[src/rtl/grf_wport_arbiter_pkg.sv]
// Shared definitions for the GRF write-port arbiter and its MDU result FIFO.
package grf_wport_arbiter_pkg;

    localparam logic [4:0] GRF_ZERO             = 5'd0;
    localparam int         DEFAULT_DEPTH        = 2;
    localparam int         DEFAULT_STARVE_LIMIT = 4;
    localparam int         ENTRY_W              = 69;

    // One queued MDU result: destination register, write data and the PC of the producer
    typedef struct packed {
        logic [4:0]  a3;
        logic [31:0] wd;
        logic [31:0] pc;
    } wbEntry_t;

    // Which source owns the GRF write port in the current cycle
    typedef enum logic [1:0] {
        GRANT_NONE,
        GRANT_W,
        GRANT_FIFO
    } grantSel_t;

endpackage

[src/rtl/grf_wport_arbiter_fifo.sv]
// Small circular FIFO holding MDU results until the GRF write port is free.
module grf_wb_fifo
    import grf_wport_arbiter_pkg::*;
#(
    parameter int DEPTH = DEFAULT_DEPTH
) (
    input  logic               clk,
    input  logic               reset,
    input  logic               i_push,
    input  logic [ENTRY_W-1:0] i_entry,
    input  logic               i_pop,
    output logic [ENTRY_W-1:0] o_head,
    output logic               o_full,
    output logic               o_empty
);

    localparam int PTR_W = $clog2(DEPTH);
    localparam int CNT_W = PTR_W + 1;

    logic [ENTRY_W-1:0] r_mem [DEPTH];
    logic [PTR_W-1:0]   r_wrPtr;
    logic [PTR_W-1:0]   r_rdPtr;
    logic [CNT_W-1:0]   r_count;
    logic               w_doPush;
    logic               w_doPop;

    assign o_full   = (r_count == CNT_W'(DEPTH));
    assign o_empty  = (r_count == '0);
    assign w_doPush = i_push && !o_full;
    assign w_doPop  = i_pop && !o_empty;
    assign o_head   = r_mem[r_rdPtr];

    // Storage needs no reset: the count alone decides which slots are meaningful
    always_ff @(posedge clk) begin
        if (w_doPush) begin
            r_mem[r_wrPtr] <= i_entry;
        end
    end

    // Pointers wrap naturally since DEPTH is a power of two; the count separates full from empty
    always_ff @(posedge clk or posedge reset) begin
        if (reset) begin
            r_wrPtr <= '0;
            r_rdPtr <= '0;
            r_count <= '0;
        end else begin
            if (w_doPush) begin
                r_wrPtr <= r_wrPtr + 1'b1;
            end
            if (w_doPop) begin
                r_rdPtr <= r_rdPtr + 1'b1;
            end
            if (w_doPush && !w_doPop) begin
                r_count <= r_count + 1'b1;
            end else if (w_doPop && !w_doPush) begin
                r_count <= r_count - 1'b1;
            end
        end
    end

endmodule

[src/rtl/grf_wport_arbiter.sv]
// Shares the GRF write port between the W stage and queued MDU results, tracks
// per-register pending MDU writes for decode stalls, and holds W when the queue starves.
module grf_wport_arbiter
    import grf_wport_arbiter_pkg::*;
#(
    parameter int DEPTH        = DEFAULT_DEPTH,
    parameter int STARVE_LIMIT = DEFAULT_STARVE_LIMIT
) (
    input  logic        clk,
    input  logic        reset,
    input  logic        w_we,
    input  logic [4:0]  w_a3,
    input  logic [31:0] w_wd,
    input  logic [31:0] w_pc,
    output logic        w_hold,
    input  logic        md_issue,
    input  logic [4:0]  md_issue_a3,
    input  logic        md_valid,
    input  logic [4:0]  md_a3,
    input  logic [31:0] md_wd,
    input  logic [31:0] md_pc,
    output logic        md_ready,
    input  logic [4:0]  rs_a,
    input  logic [4:0]  rt_a,
    output logic        stall,
    output logic        grf_we,
    output logic [4:0]  grf_a3,
    output logic [31:0] grf_wd,
    output logic [31:0] grf_pc
);

    localparam int STARVE_W = $clog2(STARVE_LIMIT + 1);
    localparam int PEND_W   = $clog2(DEPTH + 1);

    logic               w_fifoPush;
    logic               w_fifoPop;
    logic               w_fifoFull;
    logic               w_fifoEmpty;
    logic [ENTRY_W-1:0] w_headRaw;
    wbEntry_t           w_head;
    wbEntry_t           w_pushEntry;
    grantSel_t          w_grant;
    logic               w_holdReq;
    logic [31:0]        w_pendInc;
    logic [31:0]        w_pendDec;

    logic [STARVE_W-1:0] r_starve;
    logic [PEND_W-1:0]   r_pend [32];

    assign w_pushEntry = {md_a3, md_wd, md_pc};
    assign w_head      = w_headRaw;

    grf_wb_fifo #(
        .DEPTH (DEPTH)
    ) u_fifo (
        .clk     (clk),
        .reset   (reset),
        .i_push  (w_fifoPush),
        .i_entry (w_pushEntry),
        .i_pop   (w_fifoPop),
        .o_head  (w_headRaw),
        .o_full  (w_fifoFull),
        .o_empty (w_fifoEmpty)
    );

    // The starve counter can only reach the limit while the FIFO still holds its entry
    assign w_holdReq = !reset && (r_starve == STARVE_W'(STARVE_LIMIT));
    assign w_hold    = w_holdReq;

    // md_ready looks only at the registered fill level, so a same-cycle pop never frees a slot early
    assign md_ready   = !reset && !w_fifoFull;
    assign w_fifoPush = md_valid && md_ready;
    assign w_fifoPop  = (w_grant == GRANT_FIFO);

    // W wins unless it targets $0 or is being held; otherwise a non-empty FIFO drains
    always_comb begin
        w_grant = GRANT_NONE;
        if (!reset) begin
            if (w_we && (w_a3 != GRF_ZERO) && !w_holdReq) begin
                w_grant = GRANT_W;
            end else if (!w_fifoEmpty) begin
                w_grant = GRANT_FIFO;
            end
        end
    end

    // Drive the GRF port from the winner; a popped $0 entry consumes the slot without writing
    always_comb begin
        grf_we = 1'b0;
        grf_a3 = '0;
        grf_wd = '0;
        grf_pc = '0;
        case (w_grant)
            GRANT_W: begin
                grf_we = 1'b1;
                grf_a3 = w_a3;
                grf_wd = w_wd;
                grf_pc = w_pc;
            end
            GRANT_FIFO: begin
                grf_we = (w_head.a3 != GRF_ZERO);
                grf_a3 = w_head.a3;
                grf_wd = w_head.wd;
                grf_pc = w_head.pc;
            end
            default: begin
                grf_we = 1'b0;
            end
        endcase
    end

    // Count consecutive cycles the queued head loses to W; any pop or an empty queue restarts it
    always_ff @(posedge clk or posedge reset) begin
        if (reset) begin
            r_starve <= '0;
        end else if (w_fifoPop || w_fifoEmpty) begin
            r_starve <= '0;
        end else if (w_grant == GRANT_W) begin
            r_starve <= r_starve + 1'b1;
        end
    end

    // One-hot increment/decrement requests per register; $0 is never tracked
    always_comb begin
        w_pendInc = '0;
        w_pendDec = '0;
        if (md_issue && (md_issue_a3 != GRF_ZERO)) begin
            w_pendInc[md_issue_a3] = 1'b1;
        end
        if (w_fifoPop && (w_head.a3 != GRF_ZERO)) begin
            w_pendDec[w_head.a3] = 1'b1;
        end
    end

    // Pending counters saturate at DEPTH and floor at zero; an issue and a drain to one register cancel
    always_ff @(posedge clk or posedge reset) begin
        if (reset) begin
            for (int r = 0; r < 32; r++) begin
                r_pend[r] <= '0;
            end
        end else begin
            for (int r = 1; r < 32; r++) begin
                if (w_pendInc[r] && !w_pendDec[r]) begin
                    if (r_pend[r] != PEND_W'(DEPTH)) begin
                        r_pend[r] <= r_pend[r] + 1'b1;
                    end
                end else if (w_pendDec[r] && !w_pendInc[r]) begin
                    if (r_pend[r] != '0) begin
                        r_pend[r] <= r_pend[r] - 1'b1;
                    end
                end
            end
        end
    end

    assign stall = !reset &&
                   (((rs_a != GRF_ZERO) && (r_pend[rs_a] != '0)) ||
                    ((rt_a != GRF_ZERO) && (r_pend[rt_a] != '0)));

endmodule

[config.mk]
export PLATFORM = sky130hd
export DESIGN_NAME = grf_wport_arbiter
export DESIGN_NICKNAME = d
export VERILOG_FILES = /design/src/rtl/grf_wport_arbiter_pkg.sv /design/src/rtl/grf_wport_arbiter_fifo.sv /design/src/rtl/grf_wport_arbiter.sv
export SDC_FILE = /design/constraint.sdc
export NUM_CORES = 1
export LEC_CHECK = 0
export BUFFER_PORTS_ARGS = -buffer_cell sky130_fd_sc_hd__buf_2
export CELL_PAD_IN_SITES_DETAIL_PLACEMENT = 0
export CELL_PAD_IN_SITES_GLOBAL_PLACEMENT = 2
export CORE_MARGIN = 8
export CORE_UTILIZATION = 38
export CTS_BUF_LIST = sky130_fd_sc_hd__clkbuf_16
export CTS_CLUSTER_SIZE = 28
export DETAILED_ROUTE_END_ITERATION = 6
export PLACE_DENSITY_LB_ADDON = 0.08
export SLEW_MARGIN = 15
export SYNTH_ARGS = -nofsm -noshare
export SYNTH_HDL_FRONTEND = slang
export SYNTH_SLANG_ARGS = --single-unit
[constraint.sdc]
create_clock -name clk -period 8.35 [get_ports clk]
set_input_delay 0.835 -clock clk [delete_from_list [all_inputs] [get_ports clk]]
set_output_delay 0.835 -clock clk [all_outputs]
set_load 0.01 [all_outputs]
; After elaboration in Yosys (flattened, before gate mapping)
; Memories as Yosys holds them, arrays and structs flattened.
; Index checks and enable logic that the tools add are counted.
[word_totals]
out_inout_bits = 73
input_bits = 158
mem_count = 1
ramBits = 138
regBits = 69
[memory_table]
columns = memory, depth, width, read_ports, rd_ports_with_merged_regs, write_ports, line_no
row1 = u_fifo.r_mem, 2, 69, 1, 0, 1, grf_wport_arbiter_fifo.sv:20  ; logic [ENTRY_W-1:0] r_mem [DEPTH];
[classes]
magnitude_cmp = 6
eq_ne = 66
bitwise_logic = 2
n_addsub = 67
n_reduce_logical = 282
mux = 149
[op_table]
columns = operator, n
row1 = 2-to-1 mux 2 bit, 133
row2 = nonzero test 2 bit, 97
row3 = case mux 32 bit (2 select lines), 2
row4 = AND reduction 3 bit, 31
row5 = logical AND 1 bit, 78
row6 = logical NOT 1 bit, 68
row7 = adder 2 x 1 -> 2 bit (second input constant), 32
row8 = 2-to-1 mux 32 bit, 2
row9 = subtractor 2 x 1 -> 2 bit (second input constant), 32
row10 = != test 2 x 1 -> 1 bit (second input constant), 31
row11 = != test 2 bit (second input constant), 31
row12 = nonzero test 5 bit, 5
row13 = binary-select mux 2 bit (select 5 bit), 2
row14 = >= comparator 6 bit (second input constant), 2
row15 = less-than comparator 5 x 6 -> 1 bit (second input constant), 2
row16 = NOT 5 -> 6 bit, 2
row17 = demux 1 bit (select 5 bit), 2
row18 = >= comparator 5 x 1 -> 1 bit (second input constant), 2
row19 = case mux 5 bit (2 select lines), 1
row20 = 2-to-1 mux 3 bit, 2
row21 = == test 2 bit (second input constant), 2
row22 = 2-to-1 mux 1 bit, 4
row23 = adder 3 x 1 -> 3 bit (second input constant), 1
row24 = == test 3 bit (second input constant), 1
row25 = other kinds (5), 7

; Depth between registers and ports, before layout
; Gate-level depths: netlist (run 1).
[depth]
depth_word = 13
depth_mapped = 13
ltp_nobuf = 12

; Hierarchy
; A second synthesis (run 1) with hierarchy kept.
[hier_totals]
hier_cells = 1007
hier_area_um2 = 11473.5
[by_module_without_submodules]
columns = mod, area_each_um2, seq_area_each_um2, cells_per_inst, instances
row1 = grf_wport_arbiter, 5941.9, 1626.6, 772, 1
row2 = grf_wb_fifo, 5531.6, 4244.1, 235, 1

; Least setup slack after synthesis (run 1)
; No wires, ideal clock.
[synth_timing]
path_type = in2reg
from = input reset
to = memory u_fifo.r_mem[0][0] (enable)
required_ns = 7.853
setup_slack_ns = 3.497
stages = 4
arrival_ns = 4.357
setup_ns = 0.497
cell_sequence = clkbuf_1 a21oi_1 nand2_1 nor2_1
[synth_between]
elab_chain_len = 6
[synth_rtl]
columns = item, line_no
row1 = "start, declared", grf_wport_arbiter.sv:10  ; input logic reset,
row2 = logical NOT 1 bit (no line), -
row3 = logical AND 1 bit, grf_wport_arbiter.sv:71  ; assign md_ready = !reset && !w_fifoFull;
row4 = net md_ready, grf_wport_arbiter.sv:22  ; output logic md_ready,
row5 = logical AND 1 bit, grf_wport_arbiter.sv:72  ; assign w_fifoPush = md_valid && md_ready;
row6 = logical AND 1 bit, grf_wport_arbiter_fifo.sv:29  ; assign w_doPush = i_push && !o_full;
row7 = 2-to-1 mux 1 bit, grf_wport_arbiter_fifo.sv:35  ; if (w_doPush) begin
row8 = 2-to-1 mux 1 bit (not written as such), grf_wport_arbiter_fifo.sv:36  ; r_mem[r_wrPtr] <= i_entry;
row9 = "end, declared", grf_wport_arbiter_fifo.sv:20
; The timed path passes the listed nets, and every way through them passes these cells.

; Worst setup path after layout (run 1)
[layout_timing]
from = register u_fifo.r_rdPtr
to = output grf_we
[layout_between]
elab_chain_len = 3
[layout_rtl]
columns = item, line_no
row1 = "start, declared", grf_wport_arbiter_fifo.sv:22  ; logic [PTR_W-1:0] r_rdPtr;
row2 = "start signal, assigned", grf_wport_arbiter_fifo.sv:51  ; r_rdPtr <= r_rdPtr + 1'b1;
row3 = memory read (2 x 69 bit), -
row4 = nonzero test 5 bit, grf_wport_arbiter.sv:101  ; grf_we = (w_head.a3 != GRF_ZERO);
row5 = case mux 1 bit (2 select lines), grf_wport_arbiter.sv:93  ; case (w_grant)
row6 = "end, declared", grf_wport_arbiter.sv:26  ; output logic grf_we,
; No other way between the ends.

==> results.md, run 1 <==
* Max VDD drop at 0.0991 mV
* Status: completed
* Cts hold-fix bufs at 0
* Pre-antenna DRT Iters at 5
* Met3 usage at 0.0662
* Cts bufs inserted at 25
* Fmax at 241 MHz
* Total clock sinks at 207
* Initial antenna violation count at 15
* Asr flop ratio synth at 0.333
* Area grow syn2layout at 22.1%
* Skew-Pair Late Insertion Delay at 0.52 ns
* Final setup fails at 0
* Post-Route WL at 30100 um
* Flops & latches, synth at 207
* Worst Hold Endpoint: u_fifo.r_mem[0][39]$_DFFE_PP_
* Met1 Use GR at 0.221
* Detailed Route Iter0 Violations at 427
* Synthesized instance count at 1005
* Crit path max-delay family: multiplexers
* Placed cell count at 1583
* R2R Path End: r_pend[61]$_DFFE_PP0P_
* Pwr per Cell Area at 231 nW/um2
* All-Layer GR Usage at 0.176
* Layout cells sized above 1 at 0.236
* Main combinational cell family by area after synthesis: simple AND/OR/NAND/NOR gates
* Finished Core Util at 0.472
* Clk Tree Root Cell: clkbuf_16
* Clk pin slew, worst setup/hold paths at 0.06 ns
* Reg-to-Reg Start: u_fifo.r_rdPtr$_DFFE_PP0P_
* Clk_skew at 0.0175 ns
* Setup bufs post-CTS at 0
* Top-area cell type share of the netlist area at 0.383
* I/O Buffers at 230
* Routed len/inst at 18.5 um
* Placed cell area at 12300 um2
* Finished Layout Cells at 1630
* Final Critical Period at 4.15 ns
* Syn_area_per_cell at 10.8 um2
* First-pass GRT wire length at 46700 um
* Synth Area in Compound Gates at 0.109
* Hpwl dp at 22400 um
* Crit path required time at 7.52 ns
* Final hold violation count at 0
* Max incr delay on CP at 0.93 ns
* CTS max path bufs at 3
* Post-synth EDFFs at 138
* Nets at 1424
* Antenna Nets Post-Route at 0
* Leading cell type in the layout, fill and taps excluded: buf_2
* Static Leak at 5.74 nW
* Worst setup path class: flop to primary output
* Hold Crit Class: input pin to flop
* Synth top area cells: edfxtp_1 (38%), dfrtp_1 (16%), mux2i_1 (6.3%)
* Largest net degree at the start of global routing at 70
* Number of top-level pins at 231
* Synth Area in Adders at 0.0394
* Mapped Nets at 1197
* Row count at 61
* Routed vias at 8122
* Slew @ Worst Pin at 1.03 ns
* Cells on Worst Hold Path at 1
* CP max-delay cell: mux2i_1
* Mux cell area share after synthesis at 0.0796
* CTS tree: yes
* Top_reg_cell synth: edfxtp_1
* DR vias/cell at 4.98
* RSZ-0062 raised after global routing: false
* Synth Area in XOR/XNOR at 0.0292
* Relative slew slack at 0.296
* Met2 Usage GRT at 0.290
* Post-CTS sizing at 0
* Total grt overflow at 0
* Post-route cell area at 13200 um2
* YS warnings at 2
* Post-Syn Area at 10800 um2
* Die Area at 34100 um2
* Placer Congestion at 0.762
* Vias in the first global route at 8313
* Simple-Gate Fraction of Synth Area at 0.182
* Initial core utilization at 0.387
* Crit path max fanout at 43
* Most frequent cells in the layout: buf_2 (230), nand2_1 (145), edfxtp_1 (138)
* Netlist cell types at 52
* Crit. End Element: primary output
* DIE WIDTH at 185 um
* Beginning of the worst hold path: md_wd[7]
* WP data arrival at 3.32 ns
* H-tree levels at 1
* Worst Path Buf+Inv at 1
* Critical-path cell list: mux2i_1 > nand2_1 > nor3_1 > o22ai_1 > buf_2
* Post-synth top area cell: edfxtp_1
* Max-capacitance violation count at 0
* Setup total negative slack at 0 ns
* Sequential share of the synthesized area at 0.543
* Top Usage Layer GRT: met2
* Die H at 185 um
* DRC viols at 0
* Max Transition Viols Final at 0
* R2r setup slk at 4.93 ns
* Core ar. at 27900 um2
* Tcrit/Tclk final at 0.497
* Length in cells of the worst reg-to-reg path at 8
* Worst Setup Start Kind: flop
## flip-flops by register name, summed over array words and instances (netlist names)
name / cells
u_fifo.r_mem: 138
u_fifo.r_wrPtr: 1
u_fifo.r_rdPtr: 1
r_starve: 3
r_pend: 62
u_fifo.r_count: 2
## cell type report
type                            instances  area, um2
Fill cell                            2685      14700
Inverter                                8       30.0
Antenna cell                            1       2.50
Sequential cell                       207       5870
Multi-Input combinational cell        754       4760
Clock inverter                         21        230
Tap cell                              378        473
Clock buffer                           25        626
Timing Repair Buffer                  236       1200
## metal layers
metal  vias to the layer above  wire length (um)
met3                        54              2470
li1                       4081                 -
met4                        28               401
met1                      3742             13400
met2                       217             13700
met5                         -               164
## worst max-delay path by stage
| stage | slack [ns] | endpoint | from | cells after the start |
|---|---|---|---|---|
| CTS | 4.23 | grf_we | u_fifo.r_rdPtr$_DFFE_PP0P_ | 5 |
| global placement | 4.46 | grf_a3[1] | w_a3[2] | 7 |
| finish | 4.20 | grf_we | u_fifo.r_rdPtr$_DFFE_PP0P_ | 5 |
| floorplan | 3.50 | u_fifo.r_mem[0][0]$_DFFE_PP_ | reset | 4 |
| detailed placement | 4.44 | grf_a3[2] | w_a3[2] | 7 |
| global route | 4.12 | grf_we | u_fifo.r_rdPtr$_DFFE_PP0P_ | 5 |
## metrics by stage
step	total power, W	setup WS, ns	hold WS, ns
after floorplan	0.00171	3.50	0.460
after global placement	0.00197	4.46	0.485
after detailed placement	0.00197	4.44	0.495
after CTS	0.00310	4.23	0.468
after global routing	0.00320	4.12	0.466
final	0.00305	4.20	0.495
## synth_stat cells, types with 2 or more instances
library cell  instances
a211oi_1              9
a22oi_1               2
o22ai_1               3
a21o_1               31
a21oi_1              12
o21ai_1              27
nor2_1               76
xor2_1                2
mux2i_1              68
mux4_2                7
inv_1                 7
ha_1                 34
a31oi_1               2
nor2_4                3
dfrtp_1              69
mux2_2                2
nor2b_1              69
nand2_1             145
o311ai_0              2
nor3_1               48
nand2b_1              4
buf_2                10
nor3b_1              36
nand3_1               4
buf_6                 2
xnor2_1              34
a32oi_1               2
o21ai_0             112
edfxtp_1            138
clkbuf_1             23
## where the power goes
part | switching (W) | total [W] | internal, W
sequential | 0.0000832 | 0.00130 | 0.00121
combinational | 0.000391 | 0.000636 | 0.000244
clock | 0.000421 | 0.00112 | 0.000698
## kinds of logic after synthesis
| family | count (synthesis) |
|---|---|
| adder cells (fa/ha/maj) | 34 |
| multiplexers | 77 |
| flip-flops | 207 |
| AND/OR/NAND/NOR | 400 |
| AO/OA/AOI/OAI | 207 |
| XOR/XNOR | 36 |
| buffers and inverters | 44 |
## worst reg2reg max path, stage by stage (launching register included)
cell	delay [ns]
dfrtp_4	0.86
mux2i_1	0.95
nand2_1	0.28
nor2_1	0.42
nand2_1	0.11
ha_1	0.33
nor3b_1	0.21
o21ai_0	0.13
nand2_1	0.08
Note: power is estimated with default switching activity, not from simulation.
==> run 2: changes to the inputs <==
--- a/config.mk
+++ b/config.mk
@@ -5,11 +5,12 @@
 export SDC_FILE = /design/constraint.sdc
 export NUM_CORES = 1
 export LEC_CHECK = 0
+export ABC_AREA = 1
 export BUFFER_PORTS_ARGS = -buffer_cell sky130_fd_sc_hd__buf_2
 export CELL_PAD_IN_SITES_DETAIL_PLACEMENT = 0
 export CELL_PAD_IN_SITES_GLOBAL_PLACEMENT = 2
 export CORE_MARGIN = 8
-export CORE_UTILIZATION = 38
+export CORE_UTILIZATION = 33
 export CTS_BUF_LIST = sky130_fd_sc_hd__clkbuf_16
 export CTS_CLUSTER_SIZE = 28
 export DETAILED_ROUTE_END_ITERATION = 6
==> constraint.sdc (replaced) <==
create_clock -name clk -period 3.9 [get_ports clk]
set_input_delay 0.39 -clock clk [delete_from_list [all_inputs] [get_ports clk]]
set_output_delay 0.39 -clock clk [all_outputs]
set_load 0.01 [all_outputs]
==> run 2 against run 1 <==
  * Routed wire length decreased by 0.73%
  * Global-route usage decreased by 2.6 points
  * Clock power increased by 85%
  * Synthesized cell count increased by 21%
  * First-iteration DRC count increased by 27%
  * Worst setup slack got worse by 3.5 ns
==> results.md, run 2 <==
* Setup bufs post-CTS at 0
* Total clock sinks at 207
* Pwr per Cell Area at 567 nW/um2
* CP max-delay cell: buf_4
* Nets at 1637
* Relative slew slack at 0.338
* Crit. End Element: primary output
* Finished Core Util at 0.407
* Core ar. at 32400 um2
* H-tree levels at 1
* CTS tree: yes
* Static Leak at 6.26 nW
* Initial antenna violation count at 18
* First-pass GRT wire length at 46100 um
* Max-capacitance violation count at 0
* Fmax at 314 MHz
* Beginning of the worst hold path: md_pc[6]
* Netlist cell types at 36
* Mapped Nets at 1406
* Flops & latches, synth at 207
* Cts hold-fix bufs at 0
* DR vias/cell at 4.48
* Final Critical Period at 3.19 ns
* Top flop regs: u_fifo.r_mem x138, r_pend x62, r_starve x3
* Final setup fails at 0
* Most numerous cell in the Yosys netlist: inv_1
* Clk pin slew, worst setup/hold paths at 0.06 ns
* Worst Hold Endpoint: u_fifo.r_mem[0][6]$_DFFE_PP_
* Worst Path Buf+Inv at 2
* Synthesized instance count at 1214
* Met1 Wirelength at 13600 um
* Worst setup path class: flop to primary output
* Area grow syn2layout at 22.2%
* Number of top-level pins at 231
* Part of the power in registers at 0.417
* Crit path max-delay family: buffers and inverters
* Synth top area cells: edfxtp_1 (38%), dfrtp_1 (16%), inv_1 (8.1%)
* Post-CTS sizing at 0
* Row count at 66
* Clk Tree Root Cell: clkbuf_16
* RSZ-0062 raised after global routing: false
* Tcrit/Tclk final at 0.817
* Hpwl dp at 22000 um
* Reg-to-Reg Start: r_starve[0]$_DFFE_PP0P_
* Max VDD drop at 0.359 mV
* Post-synth EDFFs at 138
* Critical-path cell list: buf_4 > o21ai_0 > o22ai_1 > buf_2
* Clock power share at 0.277
* Slew @ Worst Pin at 0.994 ns
* Post-Route WL at 29900 um
* Cells on Worst Hold Path at 1
* Int Pwr at 0.00478 W
* Leading cell type in the layout, fill and taps excluded: inv_1
* Total grt overflow at 0
* Routed vias at 8570
* Max reg flops at 138
* Max Transition Viols Final at 0
* Biggest register: u_fifo.r_mem
* R2R Path End: r_pend[25]$_DFFE_PP0P_
* Skew-Pair Late Insertion Delay at 0.54 ns
* Asr flop ratio synth at 0.333
* Top Layer Used: met5
* Crit path required time at 3.51 ns
* Layout cells sized above 1 at 0.211
* Hold Crit Class: input pin to flop
* I/O Buffers at 230
* Switch Pwr at 0.00270 W
* DIE WIDTH at 197 um
* Crit path from: u_fifo.r_rdPtr$_DFFE_PP0P_
* YS warnings at 2
* WL met3 at 2260 um
* Length in cells of the worst reg-to-reg path at 14
* Placer Congestion at 0.809
* CTS max path bufs at 3
* Final hold violation count at 0
* Largest net degree at the start of global routing at 115
* Die H at 197 um
* Max incr delay on CP at 0.80 ns
* Crit path max fanout at 114
* Worst Setup Start Kind: flop
* Status: completed
* DRC viols at 0
* Cts bufs inserted at 25
* Clk_skew at 0.00925 ns
* Setup total negative slack at 0 ns
* Initial core utilization at 0.333
* Detailed Route Iter0 Violations at 543
* Post-Syn Area at 10800 um2
* All-Layer GR Usage at 0.151
* Routed len/inst at 15.7 um
* Most frequent cells in the layout: inv_1 (241), buf_2 (230), nand2_1 (208)
* Top-area cell type share of the netlist area at 0.384
* Die Area at 38700 um2
* R2r setup slk at 1.13 ns
* Synth cell count leaders: inv_1 (234), nand2_1 (208), edfxtp_1 (138)
* Antenna Nets Post-Route at 0
* Pre-antenna DRT Iters at 7
* Top_reg_cell synth: edfxtp_1
* Worst Hold Margin at 0.0409 ns
* Sequential share of the synthesized area at 0.544
* Switch share at 0.361
* Combinational share of power at 0.306
* WP data arrival at 2.80 ns
* Post-synth top area cell: edfxtp_1
* Met2 wire len at 13300 um
* Syn_area_per_cell at 8.89 um2
* Vias in the first global route at 8302
run 2: cell types whose count changed in the layout (fill, tap and decap cells not counted), moves of 22 or more:
cell     delta
nor2b_1    -69
a21oi_1    +49
a21o_1     -31
o21ai_1    -25
nand2_1    +63
nand3_1    +22
mux2i_1    -68
nor2_1     +58
nor3_1     -42
nor3b_1    -36
inv_1     +230
o22ai_1    +81
run 2: logic make-up after synthesis:
group                    count (synthesis)  synth area share
XOR/XNOR                                35            0.0284
multiplexers                             1           0.00128
buffers and inverters                  273            0.0983
flip-flops                             207             0.544
AO/OA/AOI/OAI                          256             0.132
AND/OR/NAND/NOR                        408             0.157
adder cells (fa/ha/maj)                 34            0.0394
run 2: layout make-up:
class	instances	area [um2]
Fill cell	3342	19200
Tap cell	442	553
Antenna cell	6	15.0
Clock buffer	25	626
Sequential cell	207	5870
Timing Repair Buffer	236	1220
Multi-Input combinational cell	734	3890
Inverter	241	905
Clock inverter	21	105
run 2: per-stage QoR:
stage                     setup slack (ns)  instance area [um2]  std cells  total power [W]
after floorplan                     -0.345                10800       1214          0.00470
after global placement                1.19                12400       1860          0.00551
after detailed placement              1.11                12400       1860          0.00550
after CTS                            0.603                13200       1906          0.00763
after global routing                 0.461                13200       1908          0.00802
final                                0.715                13200       1912          0.00748
run 2: worst max-delay path by stage:
stage | to | cells after the start
after floorplan | u_fifo.r_mem[0][0]$_DFFE_PP_ | 4
after global placement | r_pend[57]$_DFFE_PP0P_ | 14
after detailed placement | r_pend[9]$_DFFE_PP0P_ | 15
after CTS | grf_pc[12] | 4
after global routing | grf_pc[12] | 4
final | grf_pc[17] | 4
run 2: routing by layer:
layer  vias to the layer above  global-route usage
met5                         -                   0
met4                        26              0.0357
met3                        62              0.0583
met2                       201               0.235
met1                      3820               0.194
li1                       4461                   -
run 2: power by group through the flow:
stage	clock network, W	registers, W	logic (W)
2_1_floorplan	0	0.00308	0.00162
3_3_place_gp	0	0.00316	0.00235
3_5_place_dp	0	0.00316	0.00234
4_1_cts	0.00216	0.00312	0.00235
5_1_grt	0.00224	0.00318	0.00261
6_report	0.00207	0.00312	0.00229
